### src/rtl/serial_cmd_engine.sv
// Byte-command engine between the UART and the trigger/histogram logic.
// Config register file, histogram dump, inter-byte timeout, error counter.
module serial_cmd_engine #(
   parameter int               NCH        = 8,
   parameter int               HW         = 32,
   parameter int               NREG       = 16,
   parameter int               TIMEOUT    = 1000000,
   parameter logic [7:0]       FW_VERSION = 8'd9,
   parameter logic [NREG*8-1:0] CFG_INIT  = '0
) (
   input  logic                clk,
   input  logic                reset_n,
   input  logic                rx_ready,
   input  logic [7:0]          rx_data,
   input  logic                tx_busy,
   output logic                tx_start,
   output logic [7:0]          tx_data,
   input  logic [NCH*HW-1:0]   histos,
   output logic                reset_hist,
   output logic [NREG*8-1:0]   cfg_regs,
   output logic [NREG-1:0]     cfg_wr,
   output logic [7:0]          err_count
);

   localparam int NB = NCH * HW / 8;
   localparam int IW = $clog2(NB) + 1;
   localparam int TW = $clog2(TIMEOUT + 1);

   typedef enum logic [2:0] {
      S_IDLE, S_ARGS, S_EXEC, S_SNAP, S_TX_LOAD, S_TX_GAP
   } state_t;

   state_t              r_state;
   logic [7:0]          r_op;
   logic [7:0]          r_arg0;
   logic [7:0]          r_arg1;
   logic [1:0]          r_argcnt;
   logic [TW-1:0]       r_tmo;
   logic [NCH*HW-1:0]   r_snap;
   logic [IW-1:0]       r_idx;
   logic                r_dump;
   logic [7:0]          r_resp;

   logic                w_addr_ok;
   logic [7:0]          w_rd;
   logic [7:0]          w_byte;
   logic                w_e_exec;
   logic                w_e_tmo;
   logic                w_e_drop;
   logic                w_clr;
   logic [1:0]          w_err_inc;
   logic [7:0]          w_err_base;
   logic [8:0]          w_err_sum;
   logic [7:0]          w_err_nxt;

   function automatic logic [1:0] f_need(input logic [7:0] op);
      if (op == 8'h01) return 2'd2;
      if (op == 8'h02) return 2'd1;
      return 2'd0;
   endfunction

   assign w_addr_ok = 32'(r_arg0) < 32'(NREG);

   // Config readback mux and snapshot byte selector
   always_comb begin
      w_rd   = 8'h00;
      w_byte = 8'h00;
      for (int k = 0; k < NREG; k++)
         if (r_arg0 == 8'(k)) w_rd = cfg_regs[k*8 +: 8];
      for (int b = 0; b < NB; b++)
         if (r_idx == IW'(b)) w_byte = r_snap[b*8 +: 8];
   end

   // Error sources and saturating next error count; an error beats a clear
   always_comb begin
      w_e_exec = (r_state == S_EXEC) &&
                 ((((r_op == 8'h01) || (r_op == 8'h02)) && !w_addr_ok) ||
                  (r_op > 8'h04));
      w_e_tmo  = (r_state == S_ARGS) && !rx_ready &&
                 (r_tmo == TW'(TIMEOUT - 1));
      w_e_drop = rx_ready && (r_state != S_IDLE) && (r_state != S_ARGS);
      w_clr    = (r_state == S_EXEC) && (r_op == 8'h04);
      w_err_inc  = 2'(w_e_exec) + 2'(w_e_tmo) + 2'(w_e_drop);
      w_err_base = w_clr ? 8'h00 : err_count;
      w_err_sum  = {1'b0, w_err_base} + 9'(w_err_inc);
      w_err_nxt  = w_err_sum[8] ? 8'hFF : w_err_sum[7:0];
   end

   // Command FSM with registered outputs
   always_ff @(posedge clk or negedge reset_n) begin
      if (!reset_n) begin
         r_state    <= S_IDLE;
         r_op       <= '0;
         r_arg0     <= '0;
         r_arg1     <= '0;
         r_argcnt   <= '0;
         r_tmo      <= '0;
         r_snap     <= '0;
         r_idx      <= '0;
         r_dump     <= 1'b0;
         r_resp     <= '0;
         tx_start   <= 1'b0;
         tx_data    <= '0;
         reset_hist <= 1'b0;
         cfg_regs   <= CFG_INIT;
         cfg_wr     <= '0;
         err_count  <= '0;
      end else begin
         tx_start   <= 1'b0;
         reset_hist <= 1'b0;
         cfg_wr     <= '0;
         err_count  <= w_err_nxt;
         unique case (r_state)
            S_IDLE: begin
               if (rx_ready) begin
                  r_op     <= rx_data;
                  r_argcnt <= '0;
                  r_tmo    <= '0;
                  r_state  <= (f_need(rx_data) != 2'd0) ? S_ARGS : S_EXEC;
               end
            end
            S_ARGS: begin
               if (rx_ready) begin
                  r_tmo <= '0;
                  if (r_argcnt == 2'd0) r_arg0 <= rx_data;
                  else                  r_arg1 <= rx_data;
                  r_argcnt <= r_argcnt + 2'd1;
                  if (r_argcnt + 2'd1 == f_need(r_op)) r_state <= S_EXEC;
               end else if (r_tmo == TW'(TIMEOUT - 1)) begin
                  r_state <= S_IDLE;
               end else begin
                  r_tmo <= r_tmo + 1'b1;
               end
            end
            S_EXEC: begin
               r_dump  <= 1'b0;
               r_idx   <= '0;
               r_state <= S_TX_LOAD;
               unique case (r_op)
                  8'h00: r_resp <= FW_VERSION;
                  8'h01: begin
                     r_resp <= w_addr_ok ? 8'hA5 : 8'hEE;
                     for (int k = 0; k < NREG; k++)
                        if (r_arg0 == 8'(k)) begin
                           cfg_regs[k*8 +: 8] <= r_arg1;
                           cfg_wr[k]          <= 1'b1;
                        end
                  end
                  8'h02: r_resp <= w_addr_ok ? w_rd : 8'hEE;
                  8'h03: begin
                     r_dump     <= 1'b1;
                     reset_hist <= 1'b1;
                     r_state    <= S_SNAP;
                  end
                  8'h04: r_resp <= err_count;
                  default: r_resp <= 8'hEE;
               endcase
            end
            S_SNAP: begin
               r_snap  <= histos;
               r_state <= S_TX_LOAD;
            end
            S_TX_LOAD: begin
               if (!tx_busy) begin
                  tx_start <= 1'b1;
                  tx_data  <= r_dump ? w_byte : r_resp;
                  r_state  <= S_TX_GAP;
               end
            end
            S_TX_GAP: begin
               if (r_dump && (r_idx != IW'(NB - 1))) begin
                  r_idx   <= r_idx + 1'b1;
                  r_state <= S_TX_LOAD;
               end else begin
                  r_state <= S_IDLE;
               end
            end
            default: r_state <= S_IDLE;
         endcase
      end
   end

endmodule

### config.mk
export PLATFORM = sky130hd
export DESIGN_NAME = serial_cmd_engine
export DESIGN_NICKNAME = d
export VERILOG_FILES = /design/src/rtl/serial_cmd_engine.sv
export SDC_FILE = /design/constraint.sdc
export NUM_CORES = 1
export LEC_CHECK = 0
export CORE_AREA = 5 5 222 224
export DETAILED_ROUTE_END_ITERATION = 12
export DIE_AREA = 0 0 227 229
export DONT_BUFFER_PORTS = 1
export HOLD_SLACK_MARGIN = 0.05
export PLACE_DENSITY = 0.62
export REMOVE_ABC_BUFFERS = 1
export SLEW_MARGIN = 30
export SYNTH_ARGS = -nofsm -noshare
export SYNTH_HDL_FRONTEND = slang
export SYNTH_SLANG_ARGS = --single-unit
### constraint.sdc
create_clock -name clk -period 4.7 [get_ports clk]
set_input_delay 0.94 -clock clk [delete_from_list [all_inputs] [get_ports clk]]
set_output_delay 0.94 -clock clk [all_outputs]
set_load 0.02 [all_outputs]
==> flow_summary_export.csv, run 1 <==
group,metric,value,unit
floorplan,core.rowCount,80,
routing,drc,0,
floorplan,initial_core_util,49.4,%
run_status,status,"complete, no violations",
cells_and_area,final_common_cell,"dfrtp_1",
routing,vias_per_cell,6.47,
sta,fin_tns_setup,0,ns
clock_tree,clk_pin_slew,0.06,ns
synthesis,avgSynthCellArea,11.3,um2
routing,post_drt_wl_per_cell,29.5,um
sta,worstMarginPinSlew,1.03,ns
worst_setup_path,worst_ep_arrival_time,4.10,ns
synthesis,synth_ff_type,"dfrtp_1",
pwr,powerDensity,581,nW/um2
global_routing,grt_use_met3,7.97,%
sta,layout_min_cycle_time,3.64,ns
floorplan,die-area,52000,um2
worst_setup_path,critPathBufInv,1,
global_routing,grt_max_degree,203,
clock_tree,cts_buffers,52,
pwr,total_power,0.0151,W
worst_setup_path,rrSetupSlack,1.06,ns
global_routing,busiest_layer,"met2",
sta,max_freq,275,MHz
synthesis,synth_seq_cells,482,
global_routing,grt_pass1_vias,17700,
worst_setup_path,rr_startpoint,"r_state[1]",
sta,min_period_over_period,77.5,%
worst_setup_path,critPathTopFamily,"simple AND/OR/NAND/NOR gates",
synthesis,yosysWarningCount,0,
pwr,switching_share,32.9,%
pwr,p_switching,0.00496,W
global_routing,antenna_found_initial,15,
global_routing,grt.overflow.total,0,
routing,vias,17400,
routing,postRouteAntennaNets,0,
flow_run,drv_cap,0,
floorplan,die_h,229,um
cells_and_area,syn_to_final_growth,11.2,%
worst_setup_path,critPathSlowestCell,"dfrtp_1",
synthesis,synth_cell_types,88,
synthesis,syn_area,23300,um2
floorplan,boundaryPins,430,
place,hpwlAfterDp,58600,um
cells_and_area,nNetsFinal,2305,
clock_tree,cts_tree,"built",
cells_and_area,final_util,55.0,%
clock_tree,cts_buffer_depth,3,
pwr,p_leak,11.2,nW
clock_tree,cts.sinks,482,
synthesis,synth_top_area_cell,"dfrtp_1",
clock_tree,clockRootBuffer,"clkbuf_16",
worst_hold_path,hold_class,"in2async",
sta,hold_viol,0,
sta,drv_slew,0,
pwr,clkPwrFrac,30.5,%
worst_setup_path,crit_path_frequent_cell,"fa_1",
global_routing,grt_pass1_wl,118000,um
sta,whs,0.0935,ns
synthesis,seq_area_frac_synth,51.7,%
synthesis,synthArstFlopShare,100,%
pwr,worst_ir_drop_vdd,401,uV
worst_setup_path,cp_max_fo,16,
global_routing,track_usage,29.8,%
cells_and_area,layout_common_cells,"dfrtp_1, mux2_2, nand2_1",
clock_tree,cts_resized,0,
pwr,comb_power_share,21.9,%
place,portBuffers,0,
pwr,pwr-share-seq,47.5,%
synthesis,yosysTopAreaCellShare,51.7,%
worst_setup_path,worstPathRequired,5.16,ns
worst_setup_path,critPathKind,"reg2reg",
worst_setup_path,crit_path_max_incr_delay,0.72,ns
worst_setup_path,r2r_cells,12,
cells_and_area,final_cells,2694,
sta,finClkSkew,0.0309,ns
place,place.gp.congestion,0.991,
clock_tree,cts_max_level,2,
global_routing,met2_usage,48.9,%
routing,totalWireLength,79400,um
synthesis,synth_top_cells_by_area,"dfrtp_1, mux2_2, nand2_1, nor2_1, o21ai_0",
routing,dr.pass1.iters,8,
place,dpl.cell_count,2586,
sta,rsz0062_at_grt,"false",
worst_setup_path,worstSetupStartpointType,"flip-flop",
worst_setup_path,reg2reg_to,"err_count[6]",
synthesis,synth_edf_count,0,
worst_setup_path,critical_path.cell_chain,"nand2b_1 -> nor2_1 -> nand2_1 -> o21ai_0 -> fa_1 -> inv_1 -> ha_1 -> fa_1 -> and3_1 -> nand3_1 -> nor3b_1 -> nor3_1",
clock_tree,clk_latency,0.61,ns
pwr,intPower,0.0101,W
cells_and_area,drive_above_1_share,26.6,%
routing,drt_iter0_drc,1637,
sta,setup_viol,0,
synthesis,synth_cells,2054,
global_routing,grt.met1_usage,37.9,%
sta,relSlewSlack,29.5,%
floorplan,die_width,227,um
worst_setup_path,cp-end-kind,"flip-flop",
floorplan,core,47100,um2
-- stage by stage --
step	cell area (um2)	worst slack, ns
after global placement	23900	0.764
after CTS	25900	1.09
after floorplan	22900	0.177
after detailed placement	23900	1.11
final	25900	1.06
after global routing	25900	0.736
-- power groups by stage --
stage | Clock (W) | Sequential [W] | Combinational, W
after floorplan | 0 | 0.00647 | 0.00253
after global placement | 0 | 0.00716 | 0.00312
after detailed placement | 0 | 0.00717 | 0.00320
after CTS | 0.00466 | 0.00713 | 0.00329
after global routing | 0.00485 | 0.00727 | 0.00360
final | 0.00460 | 0.00716 | 0.00330
-- logic make-up (layout without fill, tap and decap cells) --
kind of cell | after synthesis | after routing | share of synthesized area [%]
xor+xnor | 20 | 20 | 0.751
simple gates | 590 | 590 | 12.5
fa+ha+maj | 10 | 10 | 0.601
compound gates | 399 | 399 | 11.6
mux | 413 | 413 | 20.4
buf+inv | 140 | 157 | 2.37
flops | 482 | 482 | 51.7
other cells | 0 | 8 | 0
-- flip-flops by register name, indices dropped and copies added (netlist names), 2 cells and up --
| register | cells |
|---|---|
| cfg_regs | 128 |
| cfg_wr | 16 |
| err_count | 8 |
| r_arg0 | 8 |
| r_arg1 | 8 |
| r_argcnt | 2 |
| r_idx | 6 |
| r_op | 8 |
| r_resp | 8 |
| r_snap | 256 |
| r_state | 3 |
| r_tmo | 20 |
| tx_data | 8 |
-- routing by layer --
layer / part of all wire [%] / wire length [um]
met1: 38 / 30100
met2: 49 / 38600
met3: 8.9 / 7100
met4: 4.4 / 3460
met5: 0.10 / 80
-- cell type report --
type / count / area, um2
diodes: 8 / 20.0
fillers: 4022 / 21200
flip-flops and latches: 482 / 12100
clock inverters: 24 / 373
inverters: 33 / 124
multi-input cells: 1432 / 10700
repair buffers: 26 / 273
well taps: 615 / 769
clock buffers: 74 / 1580
-- synth_stat cells, types with 6 or more instances --
cell type / n
a2111oi_0: 6
a211o_1: 8
a211oi_1: 16
a21oi_1: 75
a221o_1: 13
a221oi_1: 20
a22oi_1: 18
a31oi_1: 21
and2_1: 7
and3_1: 17
buf_2: 22
clkbuf_1: 82
dfrtp_1: 482
ha_1: 8
inv_1: 31
mux2_2: 388
mux2i_1: 11
mux4_2: 10
nand2_1: 205
nand2b_1: 19
nand3_1: 42
nand3b_1: 12
nand4_1: 14
nor2_1: 132
nor2b_1: 14
nor3_1: 54
nor3b_1: 6
nor4_1: 10
o2111ai_1: 6
o211ai_1: 14
o21ai_0: 87
o221ai_1: 11
o22ai_1: 31
o31ai_1: 7
or3_1: 12
xnor2_1: 8
xor2_1: 12
-- worst register-to-register path, cell delays in order (launching register included) --
cell and delay [ns]:
dfrtp_1 0.72, nand2b_1 0.18, nor2_1 0.52, nand2_1 0.25
o21ai_0 0.27, fa_1 0.45, inv_1 0.07, ha_1 0.18
fa_1 0.24, and3_1 0.24, nand3_1 0.09, nor3b_1 0.21
nor3_1 0.08
-- what timing repair did --
item / CTS / global route
hold buffers: 2 / 0
hold endpoints to repair: 146 / 0
setup buffers: 0 / 0
-- how the worst max path moves through the flow --
stage,end,startpoint,slack (ns),cells after the start
3_3_place_gp,tx_data[2],tx_busy,0.76,8
4_1_cts,err_count[6],r_state[1],1.09,12
3_5_place_dp,tx_data[2],tx_busy,1.11,8
5_1_grt,err_count[5],r_state[1],0.74,11
2_1_floorplan,r_snap[0],r_state[2],0.18,3
6_report,err_count[6],r_state[1],1.06,12
Power figures use the tool's default switching activity.
==> inputs of run 2 (changes only) <==
Settings changed: PLACE_DENSITY 0.62 to 0.64.
Clock period 4.7 ns to 3.3 ns, I/O delays scaled along.
==> run 2 against run 1 <==
  * The run now ends with negative hold slack, max-slew violations left
  * Core utilization grew 0.84 points
  * Setup slack worse by 0.90 ns
  * Clock-buffer cell count fell by 7
  * Clock power rose by 32%
  * Flip-flop and latch count stayed put
  * Combinational power is 50% higher
  * Fmax is 16% higher
  * Via count up 1.1%
  * Wire length increased by 0.16%
  * Critical endpoint is now tx_data[0]
  * Largest cell class unchanged
==> flow_summary_export.csv, run 2 (same netlist as run 1, synthesis figures left out) <==
group,metric,value,unit
run_status,status,"finished, violations left",
run_status,violations,"negative hold slack, max-slew violations",
cells_and_area,largest_register_ffs,256,
worst_setup_path,worstSetupStartpointType,"flip-flop",
routing,top_layer_used,"met5",
global_routing,grt_pass1_wl,117000,um
clock_tree,cts_tree,"built",
place,dpl.cell_count,2663,
cells_and_area,drive_above_1_share,29.2,%
worst_setup_path,critPathKind,"reg2reg",
routing,drc,0,
sta,setup_viol,0,
pwr,worst_ir_drop_vdd,727,uV
routing,vias_per_cell,6.35,
cells_and_area,final_util,55.8,%
worst_setup_path,crit_path_max_incr_delay,0.73,ns
sta,layout_min_cycle_time,3.15,ns
worst_setup_path,critPathBufInv,1,
worst_setup_path,cp-end-kind,"flip-flop",
cells_and_area,regMostFlops,"r_snap",
worst_setup_path,crit_path_frequent_cell,"a21oi_1",
global_routing,grt_max_degree,483,
cells_and_area,nFillCells,4057,
routing,post_drt_wl_per_cell,28.7,um
global_routing,grt_pass1_vias,17700,
clock_tree,clockRootBuffer,"clkbuf_16",
routing,totalWireLength,79500,um
sta,relSlewSlack,-104,%
clock_tree,cts_max_level,2,
sta,fin_ws,0.155,ns
floorplan,core.rowCount,80,
sta,worstMarginPinSlew,3.06,ns
worst_setup_path,rrSetupSlack,0.15,ns
worst_setup_path,critPathSlowestCell,"dfrtp_1",
floorplan,core,47100,um2
sta,min_period_over_period,95.3,%
worst_setup_path,worst_ep_arrival_time,3.61,ns
sta,finClkSkew,0.0183,ns
routing,postRouteAntennaNets,0,
worst_hold_path,hold_class,"in2async",
cells_and_area,layout_common_cells,"dfrtp_1, mux2_2, nand2_1",
worst_setup_path,critPathTopFamily,"compound AO/OA/AOI/OAI gates",
worst_setup_path,worstPathRequired,3.77,ns
cells_and_area,final_common_cell,"dfrtp_1",
sta,drv_slew,351,
routing,dr.pass1.iters,7,
floorplan,boundaryPins,430,
cells_and_area,syn_to_final_growth,12.9,%
sta,max_freq,318,MHz
routing,drt_iter0_drc,1728,
routing,vias,17600,
sta,hold_viol,76,
place,place.gp.congestion,0.954,
routing,routed-wl-met2,37800,um
worst_setup_path,critical_path.cell_chain,"buf_12 -> nand4bb_1 -> a21oi_1 -> nor4_1 -> a32oi_1 -> a21oi_1 -> a2111oi_0 -> a221oi_1",
routing,dr_wl_met3,6540,um
pwr,p_leak,11.5,nW
clock_tree,cts.sinks,482,
global_routing,antenna_found_initial,13,
place,portBuffers,0,
clock_tree,clk_pin_slew,0.06,ns
clock_tree,cts_buffers,52,
clock_tree,clk_latency,0.61,ns
sta,whs,-0.242,ns
sta,rsz0062_at_grt,"false",
place,hpwlAfterDp,59800,um
cells_and_area,top_regs,"r_snap (256), cfg_regs (128), r_tmo (20)",
cells_and_area,final_cells,2772,
clock_tree,cts_buffer_depth,3,
pwr,powerDensity,799,nW/um2
floorplan,die_width,227,um
worst_setup_path,r2r_cells,8,
floorplan,initial_core_util,49.4,%
sta,fin_tns_setup,0,ns
flow_run,drv_cap,0,
worst_setup_path,reg2reg_to,"tx_data[0]",
place,place_ws,0.0708,ns
worst_setup_path,rr_startpoint,"r_idx[4]",
global_routing,track_usage,29.6,%
routing,wl_met1,31600,um
cells_and_area,nNetsFinal,2381,
floorplan,die_h,229,um
worst_setup_path,cp_max_fo,17,
global_routing,grt.overflow.total,0,
floorplan,die-area,52000,um2
## run 2: cell count changes in the layout (fill, tap and decap cells not counted), sizes merged
cell,before,now
clkbuf,74,67
inv,33,34
diode,8,13
buf,26,102
bufinv,9,5
clkinvlp,2,7
clkinv,13,15
## run 2: worst reg2reg max path: stages (launching register included)
cell	delay, ns
dfrtp_1	0.73
buf_12	0.22
nand4bb_1	0.49
a21oi_1	0.47
nor4_1	0.12
a32oi_1	0.22
a21oi_1	0.12
a2111oi_0	0.49
a221oi_1	0.14
## run 2: stage by stage
stage | cell area [um2] | hold WS, ns | total power (W)
2_1_floorplan | 22900 | 0.364 | 0.0128
3_3_place_gp | 24500 | 0.383 | 0.0148
3_5_place_dp | 24500 | 0.383 | 0.0149
4_1_cts | 26300 | -0.259 | 0.0210
5_1_grt | 26300 | -0.265 | 0.0219
6_report | 26300 | -0.242 | 0.0210
## run 2: repair_timing
action / CTS / global route
setup endpoints to repair: 0 / 8
endpoints found under the hold margin: 482 / 482
resized for setup: 0 / 6
setup buffers: 0 / 1
## run 2: worst max-delay path by stage
stage                           from      endpoint  slack (ns)  cells past startpoint
after floorplan           r_state[2]     r_snap[0]       -1.22                      3
after global placement      r_idx[4]    tx_data[3]        0.14                      6
after detailed placement    r_idx[2]    tx_data[3]        0.07                      7
after CTS                   r_idx[2]    tx_data[3]        0.07                      7
after global routing        r_tmo[1]  err_count[6]       0.003                     13
final                       r_idx[4]    tx_data[0]        0.15                      8
## run 2: area by class of cell
| class | instances | area [um2] | area share [%] |
|---|---|---|---|
| Sequential cell | 482 | 12100 | 45.8 |
| Multi-Input combinational cell | 1432 | 10700 | 40.7 |
| Clock buffer | 67 | 1460 | 5.54 |
| Timing Repair Buffer | 102 | 828 | 3.15 |
| Tap cell | 615 | 769 | 2.92 |
| Clock inverter | 28 | 324 | 1.23 |
| Inverter | 33 | 124 | 0.471 |
| Antenna cell | 13 | 32.5 | 0.124 |
## run 2: power breakdown
group	switching (W)	leakage (nW)	internal (W)
registers	0.00217	6.03	0.00786
clock network	0.00253	0.863	0.00353
logic	0.00230	4.61	0.00265
## run 2: routing by layer
layer,global-route usage [%],vias to the layer above
met5,0,-
met4,12.1,6
met3,6.79,155
met2,47.6,759
met1,39.0,8985
li1,-,7706
==> inputs of run 3 (changes only) <==
Settings changed: PLACE_DENSITY 0.64 to 0.62.
Clock period 3.3 ns to 3.25 ns, I/O delays scaled along.
==> run 3 against run 2 <==
  * The run ends with negative hold slack left
  * Final cell count grew 0.54%
  * Power grew 1.8%
  * Register-to-register slack lost 0.09 ns
  * Combinational power grew 2%
  * Non-clock buffer count grew 22
  * Via count is essentially flat
  * Wire length shrank 0.56%
  * Clock skew is essentially flat
  * First-iteration DRC count grew 2.1%
  * Die area is the same
  * Design area grew 0.60%
  * Highest routed layer unchanged
==> flow_summary_export.csv, run 3 (same netlist as run 1, synthesis figures left out) <==
group,metric,value,unit
floorplan,initial_core_util,49.4,%
global_routing,track_usage,29.8,%
global_routing,grt.overflow.total,0,
cells_and_area,final_common_cell,"dfrtp_1",
worst_hold_path,hold_class,"in2async",
pwr,powerDensity,809,nW/um2
sta,finClkSkew,0.0179,ns
place,place.gp.congestion,0.971,
worst_setup_path,cp_max_fo,4,
place,portBuffers,0,
routing,vias,17600,
floorplan,boundaryPins,430,
clock_tree,cts_tree,"built",
floorplan,core.rowCount,80,
worst_setup_path,crit_cells,12,
sta,worstMarginPinSlew,0.834,ns
floorplan,die-area,52000,um2
floorplan,die_width,227,um
sta,fin_ws,0.0655,ns
clock_tree,clockRootBuffer,"clkbuf_16",
routing,drc,0,
worst_setup_path,crit_path_end,"err_count[6]",
worst_setup_path,crit_path_max_incr_delay,0.57,ns
worst_setup_path,worstPathRequired,3.73,ns
global_routing,grt_max_degree,483,
routing,drt_iter0_drc,1764,
worst_setup_path,critPathSlowestCell,"or4_4",
pwr,clkPwrFrac,29.1,%
worst_setup_path,critPathTopFamily,"simple AND/OR/NAND/NOR gates",
pwr,pwr-share-seq,47.4,%
cells_and_area,nNetsFinal,2403,
routing,vias_per_cell,6.32,
place,place_ws,-0.0286,ns
run_status,violations,"negative hold slack",
pwr,comb_power_share,23.5,%
sta,drv_slew,0,
clock_tree,clk_latency,0.61,ns
cells_and_area,largest_register_ffs,256,
global_routing,grt_pass1_wl,118000,um
pwr,worst_ir_drop_vdd,603,uV
clock_tree,cts_max_level,2,
cells_and_area,top_regs,"r_snap (256), cfg_regs (128), r_tmo (20)",
pwr,p_leak,11.6,nW
clock_tree,cts.sinks,482,
clock_tree,cts_buffers,52,
sta,layout_min_cycle_time,3.18,ns
clock_tree,cts_buffer_depth,3,
pwr,switching_share,32.5,%
worst_setup_path,critPathBufInv,1,
worst_setup_path,critPathKind,"reg2reg",
global_routing,grt_pass1_vias,17900,
worst_setup_path,crit_path_frequent_cell,"fa_1",
flow_run,drv_cap,0,
sta,fin_tns_setup,0,ns
sta,setup_viol,0,
floorplan,core,47100,um2
floorplan,die_h,229,um
pwr,intPower,0.0145,W
cells_and_area,regMostFlops,"r_snap",
cells_and_area,syn_to_final_growth,13.6,%
worst_setup_path,critical_path.cell_chain,"or4_4 -> nor2_2 -> nand2_1 -> o21ai_1 -> fa_1 -> inv_1 -> ha_1 -> fa_1 -> and3_1 -> nand3_1 -> nor3b_1 -> nor3_1",
routing,dr.pass1.iters,6,
routing,totalWireLength,79000,um
sta,min_period_over_period,98.0,%
cells_and_area,drive_above_1_share,29.6,%
sta,rsz0062_at_grt,"true",
worst_setup_path,r2r_cells,12,
sta,whs,-0.264,ns
worst_setup_path,worst_ep_arrival_time,3.67,ns
worst_setup_path,crit_start,"r_op[3]",
place,hpwlAfterDp,59500,um
worst_setup_path,rrSetupSlack,0.07,ns
cells_and_area,layout_common_cells,"dfrtp_1, mux2_2, nand2_1",
sta,relSlewSlack,44.4,%
worst_setup_path,rr_startpoint,"r_op[3]",
global_routing,antenna_found_initial,13,
run_status,status,"finished, violations left",
routing,post_drt_wl_per_cell,28.4,um
sta,max_freq,314,MHz
pwr,p_switching,0.00696,W
worst_setup_path,worstSetupStartpointType,"flip-flop",
worst_setup_path,reg2reg_to,"err_count[6]",
sta,hold_viol,482,
clock_tree,clk_pin_slew,0.06,ns
routing,postRouteAntennaNets,0,
worst_setup_path,cp-end-kind,"flip-flop",
-- run 3: cell types whose count changed in the layout (fill, tap and decap cells not counted), moves of 2 or more --
cell,before,now
bufinv_16,5,7
clkbuf_16,52,54
clkbuf_1,5,11
buf_4,97,120
clkbuf_8,10,8
clkinv_2,10,7
diode_2,13,8
clkinvlp_4,7,2
-- run 3: worst min-delay path by stage --
stage	depth (start not counted)	start	to	slack [ns]
3_5_place_dp	0	reset_n	r_snap[46]	0.37
4_1_cts	0	reset_n	r_snap[46]	-0.28
5_1_grt	0	reset_n	r_snap[17]	-0.28
6_report	0	reset_n	r_snap[25]	-0.26
3_3_place_gp	0	reset_n	r_snap[46]	0.37
2_1_floorplan	0	reset_n	cfg_regs[0]	0.35
-- run 3: metrics by stage --
| step | hold slack, ns | instance area, um2 | utilization [%] | total power (W) | cells |
|---|---|---|---|---|---|
| floorplan | 0.354 | 22900 | - | 0.0130 | 1947 |
| global placement | 0.368 | 24600 | 52.2 | 0.0150 | 2683 |
| detailed placement | 0.374 | 24600 | 52.2 | 0.0151 | 2683 |
| CTS | -0.283 | 26400 | 56.0 | 0.0215 | 2776 |
| global route | -0.279 | 26500 | 56.2 | 0.0224 | 2786 |
| finish | -0.264 | 26500 | 56.2 | 0.0214 | 2787 |
-- run 3: power groups by stage --
stage | clock network (W) | logic (W) | registers (W)
finish | 0.00624 | 0.00503 | 0.0101
global route | 0.00660 | 0.00546 | 0.0103
CTS | 0.00638 | 0.00500 | 0.0101
detailed placement | 0 | 0.00495 | 0.0102
global placement | 0 | 0.00484 | 0.0101
floorplan | 0 | 0.00366 | 0.00935
-- run 3: cell type report --
type,count,area [um2]
sequential,482,12100
clock inverter,20,303
tap,615,769
timing repair buffer,124,981
inverter,33,124
antenna,8,20.0
fill,4075,20700
multi-input combinational,1432,10700
clock buffer,73,1500
-- run 3: routing by layer --
layer	GRT usage, %	up-vias	routed length [um]
li1	-	7723	-
met1	38.2	8872	30700
met2	48.5	827	37800
met3	7.76	192	6650
met4	12.1	8	3810
met5	0	-	32
-- run 3: timing repair --
item | CTS | global route
gates resized for setup | 2 | 4
hold endpoints to repair | 482 | 482
endpoints found under the setup margin | 5 | 8
setup buffers | 0 | 3
